File: src/rtl/mem_arb_pkg.sv
// -----------------------------------------------------------------------------
// mem_arb_pkg
// Shared definitions for the data-side memory port arbiter: FSM state encoding,
// the store-control codes driven for RAS beats, and the counter widths.
// -----------------------------------------------------------------------------
package mem_arb_pkg;

  // S_CPU  : CPU has priority, RAS waits (bounded by MAX_WAIT)
  // S_RAS  : locked RAS burst in progress, CPU is held
  // S_COOL : one cycle in which the CPU is guaranteed the port
  typedef enum logic [1:0] {
    S_CPU  = 2'b00,
    S_RAS  = 2'b01,
    S_COOL = 2'b10
  } arb_state_e;

  // RAS beats are always full-word, so the store control is fixed.
  localparam logic [2:0] RAS_STRCTRL_WR = 3'b100;
  localparam logic [2:0] RAS_STRCTRL_RD = 3'b000;

  // wait_cnt covers MAX_WAIT up to 15, burst_cnt covers MAX_BURST up to 16.
  localparam int WAIT_W  = 4;
  localparam int BURST_W = 5;

endpackage : mem_arb_pkg

File: src/rtl/mem_port_arbiter.sv
// -----------------------------------------------------------------------------
// mem_port_arbiter
// Arbitrates the single data-side port of the shared block memory between the
// CPU load/store path and the return-address-stack spill/fill engine.
// The CPU wins by default; a RAS request that has lost MAX_WAIT consecutive
// cycles is forced through, optionally as a locked burst of up to MAX_BURST
// beats, while the CPU is stalled via cpu_hold. Every forced episode ends with
// one S_COOL cycle in which the CPU is guaranteed service.
//
// Parameters
//   MAX_WAIT   : cycles a pending RAS request may lose before a forced grant
//   MAX_BURST  : maximum RAS beats in one locked burst
// Ports
//   clk, rst_n                 : clock, asynchronous active-low reset
//   cpu_rd / cpu_wr            : CPU request (both set is treated as a write)
//   cpu_addr/din/wen/strctrl   : CPU access attributes
//   cpu_hold                   : CPU request not serviced this cycle
//   cpu_dout                   : read data, one cycle after a serviced read
//   ras_req / ras_wr / ras_lock: RAS beat request, direction, burst hint
//   ras_addr / ras_din         : RAS address and full-word write data
//   ras_gnt                    : RAS beat accepted this cycle
//   ras_rvalid / ras_dout      : RAS read data, one cycle after a granted read
//   mem_*                      : memory port (combinational mux)
//   mem_dout                   : memory read data, 1-cycle latency
// -----------------------------------------------------------------------------
module mem_port_arbiter
  import mem_arb_pkg::*;
#(
  parameter int MAX_WAIT  = 4,
  parameter int MAX_BURST = 8
) (
  input  logic        clk,
  input  logic        rst_n,

  input  logic        cpu_rd,
  input  logic        cpu_wr,
  input  logic [31:0] cpu_addr,
  input  logic [31:0] cpu_din,
  input  logic [3:0]  cpu_wen,
  input  logic [2:0]  cpu_strctrl,
  output logic        cpu_hold,
  output logic [31:0] cpu_dout,

  input  logic        ras_req,
  input  logic        ras_wr,
  input  logic        ras_lock,
  input  logic [31:0] ras_addr,
  input  logic [31:0] ras_din,
  output logic        ras_gnt,
  output logic        ras_rvalid,
  output logic [31:0] ras_dout,

  output logic        mem_en,
  output logic [3:0]  mem_wen,
  output logic [31:0] mem_addr,
  output logic [31:0] mem_din,
  output logic [2:0]  mem_strctrl,
  input  logic [31:0] mem_dout
);

  localparam logic [WAIT_W-1:0]  MAX_WAIT_C  = WAIT_W'(MAX_WAIT);
  localparam logic [BURST_W-1:0] MAX_BURST_C = BURST_W'(MAX_BURST);
  // A burst of one beat is just a single forced grant; never enter S_RAS.
  localparam logic               LOCK_OK_C   = (MAX_BURST > 1) ? 1'b1 : 1'b0;

  arb_state_e         state_q, state_d;
  logic [WAIT_W-1:0]  wait_cnt_q, wait_cnt_d;
  logic [BURST_W-1:0] burst_cnt_q, burst_cnt_d;
  logic               rd_is_ras_q, rd_is_ras_d;

  logic               cpu_req_s;
  logic               forced_s;
  logic               ras_gnt_s;
  logic [BURST_W-1:0] burst_inc_s;

  // Grant decision: zero-latency, derived from current state and requests.
  always_comb begin
    cpu_req_s = cpu_rd | cpu_wr;
    forced_s  = (state_q == S_RAS) |
                ((state_q == S_CPU) & (wait_cnt_q == MAX_WAIT_C));
    // S_COOL belongs to the CPU; RAS may only use it if the CPU is idle.
    ras_gnt_s = ras_req & (~cpu_req_s | forced_s) &
                ((state_q != S_COOL) | ~cpu_req_s);
  end

  assign ras_gnt  = ras_gnt_s;
  assign cpu_hold = cpu_req_s & ras_gnt_s;

  // Memory port mux: the granted RAS beat, otherwise the CPU pass-through.
  always_comb begin
    if (ras_gnt_s) begin
      mem_en      = 1'b1;
      mem_addr    = ras_addr;
      mem_din     = ras_din;
      mem_wen     = ras_wr ? 4'hF : 4'h0;
      mem_strctrl = ras_wr ? RAS_STRCTRL_WR : RAS_STRCTRL_RD;
    end else begin
      mem_en      = cpu_req_s;
      mem_addr    = cpu_addr;
      mem_din     = cpu_din;
      // cpu_wr wins when both cpu_rd and cpu_wr are set.
      mem_wen     = cpu_wr ? cpu_wen : 4'h0;
      mem_strctrl = cpu_strctrl;
    end
  end

  // Read data is shared; ras_rvalid tells the RAS engine the beat was its own.
  assign cpu_dout   = mem_dout;
  assign ras_dout   = mem_dout;
  assign ras_rvalid = rd_is_ras_q;

  // Starvation counter: counts S_CPU cycles a pending RAS request loses.
  always_comb begin
    if (ras_gnt_s || !ras_req) begin
      wait_cnt_d = {WAIT_W{1'b0}};
    end else if (state_q == S_CPU) begin
      if (wait_cnt_q < MAX_WAIT_C) begin
        wait_cnt_d = wait_cnt_q + {{(WAIT_W-1){1'b0}}, 1'b1};
      end else begin
        wait_cnt_d = wait_cnt_q;
      end
    end else begin
      // A RAS request losing to the CPU in S_COOL does not age.
      wait_cnt_d = wait_cnt_q;
    end
  end

  // FSM next state and burst beat counting.
  always_comb begin
    state_d     = state_q;
    burst_cnt_d = burst_cnt_q;
    burst_inc_s = burst_cnt_q + {{(BURST_W-1){1'b0}}, 1'b1};
    rd_is_ras_d = ras_gnt_s & ~ras_wr;

    case (state_q)
      S_CPU: begin
        // Unforced grants (CPU idle) keep the arbiter in S_CPU.
        if (forced_s && ras_gnt_s) begin
          if (ras_lock && LOCK_OK_C) begin
            state_d     = S_RAS;
            burst_cnt_d = {{(BURST_W-1){1'b0}}, 1'b1};
          end else begin
            state_d     = S_COOL;
            burst_cnt_d = {BURST_W{1'b0}};
          end
        end else begin
          state_d = S_CPU;
        end
      end

      S_RAS: begin
        // In S_RAS the grant only drops when ras_req drops.
        if (ras_gnt_s) begin
          burst_cnt_d = burst_inc_s;
          // The beat carrying ras_lock=0 is still served, then the burst ends.
          if (ras_lock && (burst_inc_s < MAX_BURST_C)) begin
            state_d = S_RAS;
          end else begin
            state_d = S_COOL;
          end
        end else begin
          state_d = S_COOL;
        end
      end

      S_COOL: begin
        state_d     = S_CPU;
        burst_cnt_d = {BURST_W{1'b0}};
      end

      default: begin
        state_d     = S_CPU;
        burst_cnt_d = {BURST_W{1'b0}};
      end
    endcase
  end

  // State registers; reset drops any RAS read in flight.
  always_ff @(posedge clk or negedge rst_n) begin
    if (!rst_n) begin
      state_q     <= S_CPU;
      wait_cnt_q  <= {WAIT_W{1'b0}};
      burst_cnt_q <= {BURST_W{1'b0}};
      rd_is_ras_q <= 1'b0;
    end else begin
      state_q     <= state_d;
      wait_cnt_q  <= wait_cnt_d;
      burst_cnt_q <= burst_cnt_d;
      rd_is_ras_q <= rd_is_ras_d;
    end
  end

endmodule : mem_port_arbiter

File: config.mk
export PLATFORM = sky130hd
export DESIGN_NAME = mem_port_arbiter
export DESIGN_NICKNAME = d
export VERILOG_FILES = /design/src/rtl/mem_arb_pkg.sv /design/src/rtl/mem_port_arbiter.sv
export SDC_FILE = /design/constraint.sdc
export NUM_CORES = 1
export LEC_CHECK = 0
export BUFFER_PORTS_ARGS = -buffer_cell sky130_fd_sc_hd__buf_2
export CAP_MARGIN = 5
export CORE_AREA = 2 2 120 122
export DETAILED_ROUTE_END_ITERATION = 16
export DIE_AREA = 0 0 122 124
export SLEW_MARGIN = 25
export SYNTH_ARGS = -nofsm -noshare
export SYNTH_HDL_FRONTEND = slang
export SYNTH_SLANG_ARGS = --single-unit
File: constraint.sdc
create_clock -name clk -period 3.4 [get_ports clk]
set_input_delay 0.34 -clock clk [delete_from_list [all_inputs] [get_ports clk]]
set_output_delay 0.34 -clock clk [all_outputs]
set_load 0.1 [all_outputs]
==> flow_summary.ini <==
[outcome]
outcome = completed

[sta]
finalSetupTns_ps = 0
fin_ws_ps = 522.8
tightest_slew_ps = 661.0
drv_slew = 0
hold_violations = 0
maxSlewHeadroom_pct = 55.52
finalCriticalPeriod_ps = 2877
max_freq_mhz = 347.6
timing.final.crit_share_pct = 84.62
setup_viol = 0
clock_skew_ps = 0.7971
rsz0062_at_grt = no

[cts]
cts_tree = yes
clockBufferDepth = 2
cts.clk_slew.worst_paths_ps = 40
cts_htree_levels = 1
cts_sinks = 12
cts_buffers = 3
post_cts_resized = 0
clkLatencyLatePin_ps = 240
post_cts_buffers = 0
cts-root-buf = clkbuf_16

[drt]
drc = 0
drtIter0Drc = 51
dr.pass1.iters = 4
vias = 2034
ant_nets = 0
drt-total-wl_um = 8610
viasPerCell = 3.725
post_drt_wl_per_cell_um = 15.77

[place]
gp_congestion = 0.7518
io_buffers = 216
place_hpwl_um = 7731
dp_slack_ps = 780.1

[floorplanning]
dieArea_sq_um = 15130
placementRows = 43
core_region_area_sq_um = 13720
die_w_um = 122
io-pin-count = 313
die_h_um = 124
initial_utilization_pct = 14.76

[power]
peakVddDrop_mv = 0.2102
leakagePower_nw = 1.557
power.density_nw_per_um2 = 393.8

[hold_path]
min_from = ras_lock
hold_end = state_q[1]
whs_path_depth = 2
hold_path.class = in2reg

[synth]
async_reset_ff_share_pct = 100.0
avgSynthCellArea_sq_um = 9.372
synth_area_sq_um = 2024
synth_warnings = 0
ys_top_cells_by_count = buf_4, mux2_2, dfrtp_1
syn_inst = 216
synth_area_leaders = mux2_2, buf_4, dfrtp_1
ys_ff_latch = 12
syn_nets = 393
synth_area_leader_cell = mux2_2
synth_edf_count = 0
yosysMostFrequentCell = buf_4
synth_top_area_share_pct = 33.37
synthFlopType = dfrtp_1
synth_cell_types = 34
seq_area_frac_synth_pct = 14.83

[cells_and_area]
layout-drive-gt1-share_pct = 80.27
n_fill_cell = 1520
final_nets = 544
area_growth_pct = 43.82

[critical_path]
crit_path_end_kind = output pin
required_ps = 3060
path_class = reg2out
crit_fanout = 29
reg2reg_slack_ps = 1770
cp-start-kind = flop
ff2ff_path_depth = 6
r2r-end = ras_rvalid
arrival_ps = 2540
r2r_start = wait_cnt_q[0]

[run]
drv_cap = 0

[global_route]
grt.total_usage_pct = 9.615
grt_pass1_vias = 1891
grt_max_degree = 30
gr-total-overflow = 0
antenna_found_initial = 2
grt_pass1_wl_um = 10710
-- cell usage in the layout (no fill, tap or decap), types with 2 or more instances in the layout --
cell type  netlist  routed
o31ai_1          2       2
a32o_1           4       4
nand3_1          3       3
buf_2            6     216
nand2_1          2       2
mux2_4           6       6
clkbuf_16        0       3
a21oi_1          5       5
xnor2_1          3       3
nor2_1          11      11
o21ai_0          4       4
nor2b_1          3       3
and2_1           3       3
mux2_2          60      60
inv_1            4       4
buf_4           64       4
ha_1             3       3
dfrtp_1         12      12
-- critical path, stage by stage, from the launching register on --
cell      delay [ps]
dfrtp_1          380
inv_1             60
ha_1             180
and3b_1          190
o21bai_2         170
a21bo_4          400
buf_12           250
mux2_2           350
buf_2            290
-- cells by family after synthesis --
family	count (synthesis)	synth area share (%)
compound gates	20	7.231
buf+inv	81	28.74
fa+ha+maj	3	1.854
simple gates	31	8.221
flops	12	14.83
xor+xnor	3	1.298
mux	66	37.82
-- state kept, by name, summed over array words and instances, names as in the netlist --
| name | count |
|---|---|
| wait_cnt_q | 4 |
| state_q | 2 |
| burst_cnt_q | 5 |
| ras_rvalid | 1 |
-- where the power goes --
group / switching (mW) / internal (mW)
clock: 0.0598 / 0.153
combinational: 0.595 / 0.178
sequential: 0.00836 / 0.152
total: 0.663 / 0.483
-- how the worst max path moves through the flow --
| stage | endpoint | from | slack [ps] | cells past startpoint |
|---|---|---|---|---|
| 2_1_floorplan | mem_wen[0] | wait_cnt_q[0] | 420 | 10 |
| 3_3_place_gp | mem_addr[2] | wait_cnt_q[0] | 800 | 8 |
| 3_5_place_dp | mem_addr[16] | wait_cnt_q[0] | 780 | 8 |
| 4_1_cts | mem_addr[16] | wait_cnt_q[0] | 520 | 8 |
| 5_1_grt | mem_addr[18] | wait_cnt_q[0] | 420 | 8 |
| 6_report | mem_addr[16] | wait_cnt_q[0] | 520 | 8 |
-- stage by stage --
stage / power, mW / instance area, sq um / cells / utilization (%) / hold slack [ps]
6_report: 1.147 / 2912 / 546 / 21.22 / 334.8
5_1_grt: 1.188 / 2912 / 546 / 21.22 / 342.5
4_1_cts: 1.158 / 2909 / 545 / 21.20 / 331.4
3_5_place_dp: 0.9363 / 2824 / 541 / 20.58 / 242.9
3_3_place_gp: 0.9349 / 2824 / 541 / 20.58 / 243.1
2_1_floorplan: 1.142 / 2024 / 216 / - / 44.41
-- layout make-up --
class                   instances  area [sq um]  area share, %
multi-input cells             123          1149          39.45
repair buffers                222          1141          39.19
clock buffers                   3         75.07          2.578
well taps                     180         225.2          7.735
flip-flops and latches         12         300.3          10.31
diodes                          1         2.502        0.08595
inverters                       5         18.77         0.6446
-- what timing repair did --
item                       in CTS  in global routing
hold buffers                    1                  0
setup endpoints to repair       0                  0
hold endpoints to repair       12                  0
-- per-layer routing --
| layer | track usage [%] | routed length [um] | up-vias | share of wire [%] |
|---|---|---|---|---|
| met4 | 3.664 | 195 | 2 | 2.3 |
| met2 | 15.05 | 3908 | 136 | 45 |
| li1 | - | - | 985 | - |
| met1 | 11.60 | 3339 | 887 | 39 |
| met5 | 0 | 19 | - | 0.22 |
| met3 | 4.258 | 1147 | 24 | 13 |
Note: power is estimated with default switching activity, not from simulation.
